`src/rtl/anycore_l15_resp_encoder_pkg.sv`:
```
// Shared constants for the AnyCore L1.5 response encoder: iop.h request and return types,
// the boot/run state encoding, and the 64-bit byte-swap helper.
package anycore_l15_resp_encoder_pkg;

  localparam int PHY_ADDR_WIDTH = 40;

  localparam logic [4:0] LOAD_RQ  = 5'b00000;
  localparam logic [4:0] STORE_RQ = 5'b00001;
  localparam logic [4:0] IMISS_RQ = 5'b10000;

  localparam logic [3:0] LOAD_RET  = 4'b0000;
  localparam logic [3:0] IFILL_RET = 4'b0001;
  localparam logic [3:0] EVICT_REQ = 4'b0011;
  localparam logic [3:0] ST_ACK    = 4'b0100;
  localparam logic [3:0] INT_RET   = 4'b0111;

  typedef enum logic {
    BOOT = 1'b0,
    RUN  = 1'b1
  } boot_state_e;

  function automatic logic [63:0] bswap64(input logic [63:0] w);
    logic [63:0] r;
    r = '0;
    for (int unsigned i = 0; i < 8; i++) begin
      r[8*i +: 8] = w[8*(7-i) +: 8];
    end
    return r;
  endfunction

endpackage

```
`src/rtl/anycore_resp_pending_tracker.sv`:
```
// Per-type outstanding-request flags and captured addresses for imiss, load and store.
module anycore_resp_pending_tracker
  import anycore_l15_resp_encoder_pkg::*;
#(
  parameter int ADDR_W = PHY_ADDR_WIDTH
) (
  input  logic              clk,
  input  logic              rst_n,
  input  logic              cap_imiss,
  input  logic              cap_load,
  input  logic              cap_store,
  input  logic [ADDR_W-1:0] cap_addr,
  input  logic              clr_imiss,
  input  logic              clr_load,
  input  logic              clr_store,
  output logic              pend_imiss,
  output logic              pend_load,
  output logic              pend_store,
  output logic [ADDR_W-1:0] imiss_addr,
  output logic [ADDR_W-1:0] load_addr,
  output logic              cap_err
);

  // A capture coinciding with the clear of the same type re-arms the flag and is legal.
  assign cap_err = (cap_imiss & pend_imiss & ~clr_imiss) |
                   (cap_load  & pend_load  & ~clr_load)  |
                   (cap_store & pend_store & ~clr_store);

  // The store return carries no address, so only the flag is kept for stores.
  always_ff @(posedge clk) begin
    if (!rst_n) begin
      pend_imiss <= 1'b0;
      pend_load  <= 1'b0;
      pend_store <= 1'b0;
      imiss_addr <= '0;
      load_addr  <= '0;
    end else begin
      pend_imiss <= cap_imiss | (pend_imiss & ~clr_imiss);
      pend_load  <= cap_load  | (pend_load  & ~clr_load);
      pend_store <= cap_store | (pend_store & ~clr_store);
      if (cap_imiss) imiss_addr <= cap_addr;
      if (cap_load)  load_addr  <= cap_addr;
    end
  end

endmodule

```
`src/rtl/anycore_l15_resp_encoder.sv`:
```
// Converts L1.5 return packets into AnyCore mem2ic/mem2dc response strobes and gates core start.
// Define ANYCORE_RESP_BYTESWAP_EN to byte-reverse each 64-bit payload word.
module anycore_l15_resp_encoder
  import anycore_l15_resp_encoder_pkg::*;
#(
  parameter int IC_LINE_BITS           = 256,
  parameter int DC_LINE_BITS           = 128,
  parameter int IC_OFFSET_BITS         = 5,
  parameter int DC_OFFSET_BITS         = 4,
  parameter int ICACHE_BLOCK_ADDR_BITS = PHY_ADDR_WIDTH - IC_OFFSET_BITS,
  parameter int DCACHE_BLOCK_ADDR_BITS = PHY_ADDR_WIDTH - DC_OFFSET_BITS
) (
  input  logic                              clk,
  input  logic                              rst_n,
  input  logic                              dec_l15_val,
  input  logic [4:0]                        dec_l15_rqtype,
  input  logic [PHY_ADDR_WIDTH-1:0]         dec_l15_address,
  input  logic                              l15_transducer_ack,
  input  logic                              l15_transducer_val,
  input  logic [3:0]                        l15_transducer_returntype,
  input  logic [63:0]                       l15_transducer_data_0,
  input  logic [63:0]                       l15_transducer_data_1,
  input  logic [63:0]                       l15_transducer_data_2,
  input  logic [63:0]                       l15_transducer_data_3,
  input  logic [11:0]                       l15_transducer_inval_address_15_4,
  input  logic                              l15_transducer_inval_dcache_all_way,
  output logic                              transducer_l15_req_ack,
  output logic                              mem2ic_respvalid,
  output logic [ICACHE_BLOCK_ADDR_BITS-1:0] mem2ic_respaddr,
  output logic [IC_LINE_BITS-1:0]           mem2ic_data,
  output logic                              mem2dc_ldvalid,
  output logic [DCACHE_BLOCK_ADDR_BITS-1:0] mem2dc_ldaddr,
  output logic [DC_LINE_BITS-1:0]           mem2dc_lddata,
  output logic                              mem2dc_stcomplete,
  output logic                              mem2dc_invvalid,
  output logic [11:0]                       mem2dc_invaddr,
  output logic                              core_run,
  output logic                              resp_err
);

  function automatic logic [63:0] word_fix(input logic [63:0] w);
`ifdef ANYCORE_RESP_BYTESWAP_EN
    return bswap64(w);
`else
    return w;
`endif
  endfunction

  boot_state_e state, state_nx;

  logic cap_imiss, cap_load, cap_store, cap_err;
  logic clr_imiss, clr_load, clr_store;
  logic pend_imiss, pend_load, pend_store;
  logic [PHY_ADDR_WIDTH-1:0] imiss_addr, load_addr;
  logic ic_fire, ld_fire, st_fire, inv_fire, ret_err;
  logic snoop;

  assign transducer_l15_req_ack = l15_transducer_val;
  assign core_run               = (state == RUN);

  assign snoop     = dec_l15_val & l15_transducer_ack;
  assign cap_imiss = snoop & (dec_l15_rqtype == IMISS_RQ);
  assign cap_load  = snoop & (dec_l15_rqtype == LOAD_RQ);
  assign cap_store = snoop & (dec_l15_rqtype == STORE_RQ);

  anycore_resp_pending_tracker #(
    .ADDR_W(PHY_ADDR_WIDTH)
  ) u_tracker (
    .clk       (clk),
    .rst_n     (rst_n),
    .cap_imiss (cap_imiss),
    .cap_load  (cap_load),
    .cap_store (cap_store),
    .cap_addr  (dec_l15_address),
    .clr_imiss (clr_imiss),
    .clr_load  (clr_load),
    .clr_store (clr_store),
    .pend_imiss(pend_imiss),
    .pend_load (pend_load),
    .pend_store(pend_store),
    .imiss_addr(imiss_addr),
    .load_addr (load_addr),
    .cap_err   (cap_err)
  );

  always_ff @(posedge clk) begin
    if (!rst_n) state <= BOOT;
    else        state <= state_nx;
  end

  always_comb begin
    state_nx  = state;
    clr_imiss = 1'b0;
    clr_load  = 1'b0;
    clr_store = 1'b0;
    ic_fire   = 1'b0;
    ld_fire   = 1'b0;
    st_fire   = 1'b0;
    inv_fire  = 1'b0;
    ret_err   = 1'b0;
    if (l15_transducer_val) begin
      unique case (state)
        BOOT: begin
          if (l15_transducer_returntype == INT_RET) state_nx = RUN;
          else                                      ret_err  = 1'b1;
        end
        RUN: begin
          case (l15_transducer_returntype)
            IFILL_RET: begin
              ic_fire   = pend_imiss;
              clr_imiss = pend_imiss;
              ret_err   = ~pend_imiss;
            end
            LOAD_RET: begin
              ld_fire  = pend_load;
              clr_load = pend_load;
              ret_err  = ~pend_load;
            end
            ST_ACK: begin
              st_fire   = pend_store;
              clr_store = pend_store;
              ret_err   = ~pend_store;
            end
            EVICT_REQ: inv_fire = 1'b1;
            INT_RET:   ;
            default:   ret_err = 1'b1;
          endcase
        end
        default: state_nx = BOOT;
      endcase
    end
  end

  always_ff @(posedge clk) begin
    if (!rst_n) begin
      mem2ic_respvalid  <= 1'b0;
      mem2ic_respaddr   <= '0;
      mem2ic_data       <= '0;
      mem2dc_ldvalid    <= 1'b0;
      mem2dc_ldaddr     <= '0;
      mem2dc_lddata     <= '0;
      mem2dc_stcomplete <= 1'b0;
      mem2dc_invvalid   <= 1'b0;
      mem2dc_invaddr    <= '0;
      resp_err          <= 1'b0;
    end else begin
      mem2ic_respvalid  <= ic_fire;
      mem2dc_ldvalid    <= ld_fire;
      mem2dc_stcomplete <= st_fire;
      mem2dc_invvalid   <= inv_fire;
      resp_err          <= resp_err | ret_err | cap_err;
      if (ic_fire) begin
        mem2ic_respaddr <= ICACHE_BLOCK_ADDR_BITS'(imiss_addr >> IC_OFFSET_BITS);
        mem2ic_data     <= IC_LINE_BITS'({word_fix(l15_transducer_data_3),
                                          word_fix(l15_transducer_data_2),
                                          word_fix(l15_transducer_data_1),
                                          word_fix(l15_transducer_data_0)});
      end
      if (ld_fire) begin
        mem2dc_ldaddr <= DCACHE_BLOCK_ADDR_BITS'(load_addr >> DC_OFFSET_BITS);
        mem2dc_lddata <= DC_LINE_BITS'({word_fix(l15_transducer_data_1),
                                        word_fix(l15_transducer_data_0)});
      end
      if (inv_fire) begin
        mem2dc_invaddr <= l15_transducer_inval_dcache_all_way ? '1
                                                              : l15_transducer_inval_address_15_4;
      end
    end
  end

endmodule

```
`config.mk`:
```
export PLATFORM = sky130hd
export DESIGN_NAME = anycore_l15_resp_encoder
export DESIGN_NICKNAME = d
export VERILOG_FILES = /design/src/rtl/anycore_l15_resp_encoder_pkg.sv /design/src/rtl/anycore_resp_pending_tracker.sv /design/src/rtl/anycore_l15_resp_encoder.sv
export SDC_FILE = /design/constraint.sdc
export NUM_CORES = 1
export LEC_CHECK = 0
export CORE_AREA = 3 3 310 312
export DETAILED_ROUTE_END_ITERATION = 8
export DIE_AREA = 0 0 313 315
export PLACE_DENSITY_LB_ADDON = 0.3
export SYNTH_ARGS = -nofsm -noshare
export SYNTH_HDL_FRONTEND = slang
export SYNTH_SLANG_ARGS = --single-unit
```
`constraint.sdc`:
```
create_clock -name clk -period 2.7 [get_ports clk]
set_input_delay 0.81 -clock clk [delete_from_list [all_inputs] [get_ports clk]]
set_output_delay 0.81 -clock clk [all_outputs]
set_load 0.1 [all_outputs]
```
**After elaboration in Yosys (flattened, before gate mapping)**

Index checks and enable logic that the tools add are counted.

- Bits of input ports: 323
- Output and inout bits: 474
- Register bits: 556

- Reduce and logical (&&, ||, !) cells: 3
- Bitwise gates (word level): 27
- Equality and inequality tests: 6
- Multiplexer cells: 19

Operators by type and width:

| kind | count |
|---|---|
| $mux 1 | 16 |
| $and 1x1->1 | 13 |
| $mux 12 | 1 |
| $eq 4x3->1 const B | 2 |
| $not 1->1 | 7 |
| $or 1x1->1 | 7 |
| $eq 5x1->1 const B | 1 |
| $eq 5x5->1 const B | 1 |
| $logic_not 5->1 | 1 |
| $eq 4x1->1 const B | 1 |
| $eq 4x2->1 const B | 1 |
| $logic_not 4->1 | 1 |
| $pmux 1 s4 | 1 |
| $pmux 1 s2 | 1 |
| $reduce_or 2->1 | 1 |

**Logic depth before layout (Yosys ltp)**

- Depth after elaboration: 9
- Mapped depth: 7
- Mapped depth without buffers: 4

**Hierarchy**

From an unflattened synthesis, not the netlist that was laid out.

- Cell total of the unflattened synthesis: 2336
- Area, all modules: 19479.9 um2

By module, submodules not included:

| module | cells an instance | sequential area each (um2) | area each (um2) | times used |
|---|---|---|---|---|
| anycore_l15_resp_encoder | 2066 | 9469.1 | 16290.6 | 1 |
| anycore_resp_pending_tracker | 270 | 1661.6 | 3189.3 | 1 |

**Least setup slack after synthesis**

No wires, ideal clock.

- Path kind: register to register
- From: register state, in the netlist core_run
- To: register mem2ic_data[149]
- Path slack: 0.447 ns
- Arrival: 2.177 ns
- Path buffers: 3
- Cell stages (with the launch flop): 8
- Required time: 2.624 ns
- Period minus slack after synthesis: 2.253 ns
- Setup time: 0.076 ns
- Cells stage by stage: dfxtp_1 and4bb_2 and3_1 clkbuf_1 buf_2 buf_2 nand2_1 a21boi_0

- Cells in the longest elaborated chain, start to end: 2

Ends and longest elaborated chain:

| item | RTL line | RTL |
|---|---|---|
| start, declared | anycore_l15_resp_encoder.sv:49 | `boot_state_e state, state_nx;` |
| start signal, assigned | anycore_l15_resp_encoder.sv:88 | `else state <= state_nx;` |
| $mux 1 | anycore_l15_resp_encoder.sv:102 | `unique case (state)` |
| $mux 1 | anycore_l15_resp_encoder.sv:101 | `if (l15_transducer_val) begin` |
| end signal, assigned | anycore_l15_resp_encoder.sv:154 | `mem2ic_data <= IC_LINE_BITS'({word_fix(l15_transducer_data_3),` |
| end, declared | anycore_l15_resp_encoder.sv:30 | `output logic [IC_LINE_BITS-1:0] mem2ic_data,` |

No other way between the ends.
A chain may end at the register's enable or synchronous reset.

**Worst setup path in the final report**

- From: input port l15_transducer_val
- To: output port transducer_l15_req_ack

RTL lines:

| item | RTL line | RTL |
|---|---|---|
| start, declared | anycore_l15_resp_encoder.sv:19 | `input logic l15_transducer_val,` |
| end, declared | anycore_l15_resp_encoder.sv:27 | `output logic transducer_l15_req_ack,` |

No word-level cell between the ends.

==> flow_metrics.env <==
export IMPL_cts_setup_buffers=0
export IMPL_coreArea_mm2=0.09333
export IMPL_cts_tree="yes"
export IMPL_clkLatencyLatePin_ps=610
export IMPL_dieArea_mm2=0.09860
export IMPL_outcome="complete, no violations"
export IMPL_grt_util_all_layers_pct=15.24
export IMPL_numClockSinks=547
export IMPL_r2r_cells=6
export IMPL_path_buf_inv=3
export IMPL_drv_cap=0
export IMPL_grt_ovfl_total=0
export IMPL_synth_flop_cell="dfxtp_1"
export IMPL_yosys_area_top_type_share_pct=54.23
export IMPL_min_to="mem2ic_data[99]"
export IMPL_place_ws_ps=-108.6
export IMPL_drt_drc_violations_left=0
export IMPL_crit_fanout=5
export IMPL_wl_met3_um=6071
export IMPL_rows=112
export IMPL_synthArstFlopShare_pct=0
export IMPL_cts_clk_slew_worst_paths_ps=60
export IMPL_die_x_um=313
export IMPL_slew_viol_final=0
export IMPL_worstMarginPinSlew_ps=681.8
export IMPL_rrSetupSlack_ps=880
export IMPL_place_hpwl_um=58180
export IMPL_hold_path_cell_count=2
export IMPL_crit_chain="clkdlybuf4s50_1 -> buf_4 -> buf_12"
export IMPL_drt_met1_wl_um=31820
export IMPL_final_util_pct=33.44
export IMPL_antenna_found_initial=10
export IMPL_synth_largest_area_cell="dfxtp_1"
export IMPL_top_layer_used="met5"
export IMPL_fmax_mhz=405.0
export IMPL_ir_worst_vdd_mv=0.4120
export IMPL_cp_end_kind="primary output"
export IMPL_cts_buffer_depth=3
export IMPL_yosys_top_cells_area="dfxtp_1 (54%), nand2_1 (20%), a21boi_0 (16%), a21boi_1 (3.5%), clkbuf_1 (2.0%)"
export IMPL_syn_nets=2712
export IMPL_routedWlPerCell_um=17.61
export IMPL_cpPeakStageDelay_ps=500
export IMPL_ys_seq_area_share_pct=54.23
export IMPL_p_per_area_mw_per_mm2=577.5
export IMPL_finalHoldViolations=0
export IMPL_grt_pass1_wl_um=115200
export IMPL_timing_setup_tns_ps=0
export IMPL_r2r_end="mem2ic_data[0]"
export IMPL_mostFrequentLayoutCells="nand2_1 (1068), dfxtp_1 (547), buf_4 (534), a21boi_0 (433), clkdlybuf4s50_1 (317)"
export IMPL_total_power_mw=18.02
export IMPL_regToRegStartpoint="core_run"
export IMPL_nets=3495
export IMPL_post_cts_resized=0
export IMPL_worst_path_max_delay_cell="clkdlybuf4s50_1"
export IMPL_synthDistinctLibCells=35
export IMPL_grt_setup_unrepaired="no"
export IMPL_p_leak_nw=11.75
export IMPL_grt_max_degree=77
export IMPL_syn_to_final_growth_pct=54.55
export IMPL_io_pins=797
export IMPL_drt_wl_total_um=78840
export IMPL_fin_crit_sh_pct=91.46
export IMPL_synth_area_mm2=0.02019
export IMPL_critPathLaunchType="primary input"
export IMPL_final_common_cell="nand2_1"
export IMPL_min_from="mem2ic_data[99]"
export IMPL_drt_pass1_iter_count=5
export IMPL_fp_dieH_um=315
export IMPL_criticalPathCategory="primary input to primary output"
export IMPL_cts_root_buf="clkbuf_16"
export IMPL_hold_class="flip-flop to flip-flop"
export IMPL_first_iter_violations=998
export IMPL_vias=18540
export IMPL_wl_met2_um=38350
export IMPL_grt_pass1_vias=18050
export IMPL_setup_viol=0
export IMPL_cts_hold_buffers=0
export IMPL_port_buffers=792
export IMPL_fillers=9887
export IMPL_yosys_warnings=0
export IMPL_crit_family="buffers and inverters"
export IMPL_maxSlewHeadroom_pct=54.55
export IMPL_synth_edff_count=0
export IMPL_fin_crit_ps=2469
export IMPL_postRouteAntennaNets=0
export IMPL_htree_levels=3
export IMPL_via_per_inst=4.142
export IMPL_crit_required_ps=1890
export IMPL_syn_area_per_cell_um2=8.453
export IMPL_cp_arrival_ps=1660
export IMPL_synth_seq_cells=547
export IMPL_fin_skew_ps=18.07
export IMPL_gp_congestion=0.8225
export IMPL_layout_drive_gt1_share_pct=21.29
export IMPL_worst_slack_ps=230.6
export IMPL_start_util_pct=21.64
export IMPL_numCtsBuffers=69
export IMPL_synthCells=2389
[registers in the layout, summed over array words and instances, names as in the netlist, 12 cells and up]
name,cells
mem2ic_respaddr,35
mem2dc_ldaddr,36
mem2dc_invaddr,12
u_tracker.imiss_addr,35
u_tracker.load_addr,36
mem2dc_lddata,128
mem2ic_data,256
[kinds of logic (layout without fill, tap and decap cells)]
logic type / after synthesis / count (layout) / synth area share (%)
simple gates: 1108 / 1108 / 21.10
compound gates: 551 / 551 / 20.61
flops: 547 / 547 / 54.23
buf+inv: 183 / 1011 / 4.059
other cells: 0 / 5 / 0
[tightest hold or removal path: cells and delay by family, from the launching register on]
kind / cells / cell delay [ps]
AOI/OAI and AO/OA: 1 / 50
and+or+nand+nor: 1 / 50
DFF: 1 / 310
[metal layers]
metal / up-vias / track usage (%)
met5: - / 0
met4: 10 / 5.367
met3: 136 / 5.600
met2: 529 / 26.21
met1: 8588 / 17.35
li1: 9277 / -
[synth_stat cells (3+ instances only)]
library cell	instances
clkbuf_1	108
and2_1	4
a21boi_0	433
inv_1	3
dfxtp_1	547
a21boi_1	95
nor2_1	16
o211a_1	12
buf_6	7
o21ai_0	3
nand2_1	1068
buf_2	58
buf_1	5
[layout make-up]
type,instances,area [um^2],area share (%)
Clock inverter,15,167.7,0.5372
Timing Repair Buffer,892,7998,25.63
Tap cell,1254,1569,5.027
Inverter,3,11.26,0.03608
Clock buffer,101,2042,6.543
Antenna cell,5,12.51,0.04009
Multi-Input combinational cell,1659,8458,27.10
Sequential cell,547,10950,35.09
[power breakdown]
group	total, mW	internal (mW)	switching (mW)
registers	8.08	8.08	0.00391
logic	0.856	0.559	0.297
clock network	9.09	5.50	3.58
total	18.0	14.1	3.88
[metrics by stage]
stage	hold slack [ps]	std cells	cell area, um^2
floorplan	428.8	2389	20190
global placement	441.7	4355	28990
detailed placement	445.1	4355	28990
CTS	451.7	4471	31200
global route	464.2	4475	31210
finish	451.7	4476	31210
[how the worst max path moves through the flow]
stage / from / endpoint / slack, ps / cells past startpoint
after floorplan: core_run / mem2ic_data[149] / 450 / 7
after global placement: dec_l15_rqtype[0] / u_tracker.imiss_addr[31] / -60 / 6
after detailed placement: dec_l15_rqtype[0] / u_tracker.imiss_addr[39] / -110 / 6
after CTS: l15_transducer_val / transducer_l15_req_ack / 220 / 3
after global routing: l15_transducer_val / transducer_l15_req_ack / 200 / 3
final: l15_transducer_val / transducer_l15_req_ack / 230 / 3
Power figures use the tool's default switching activity.
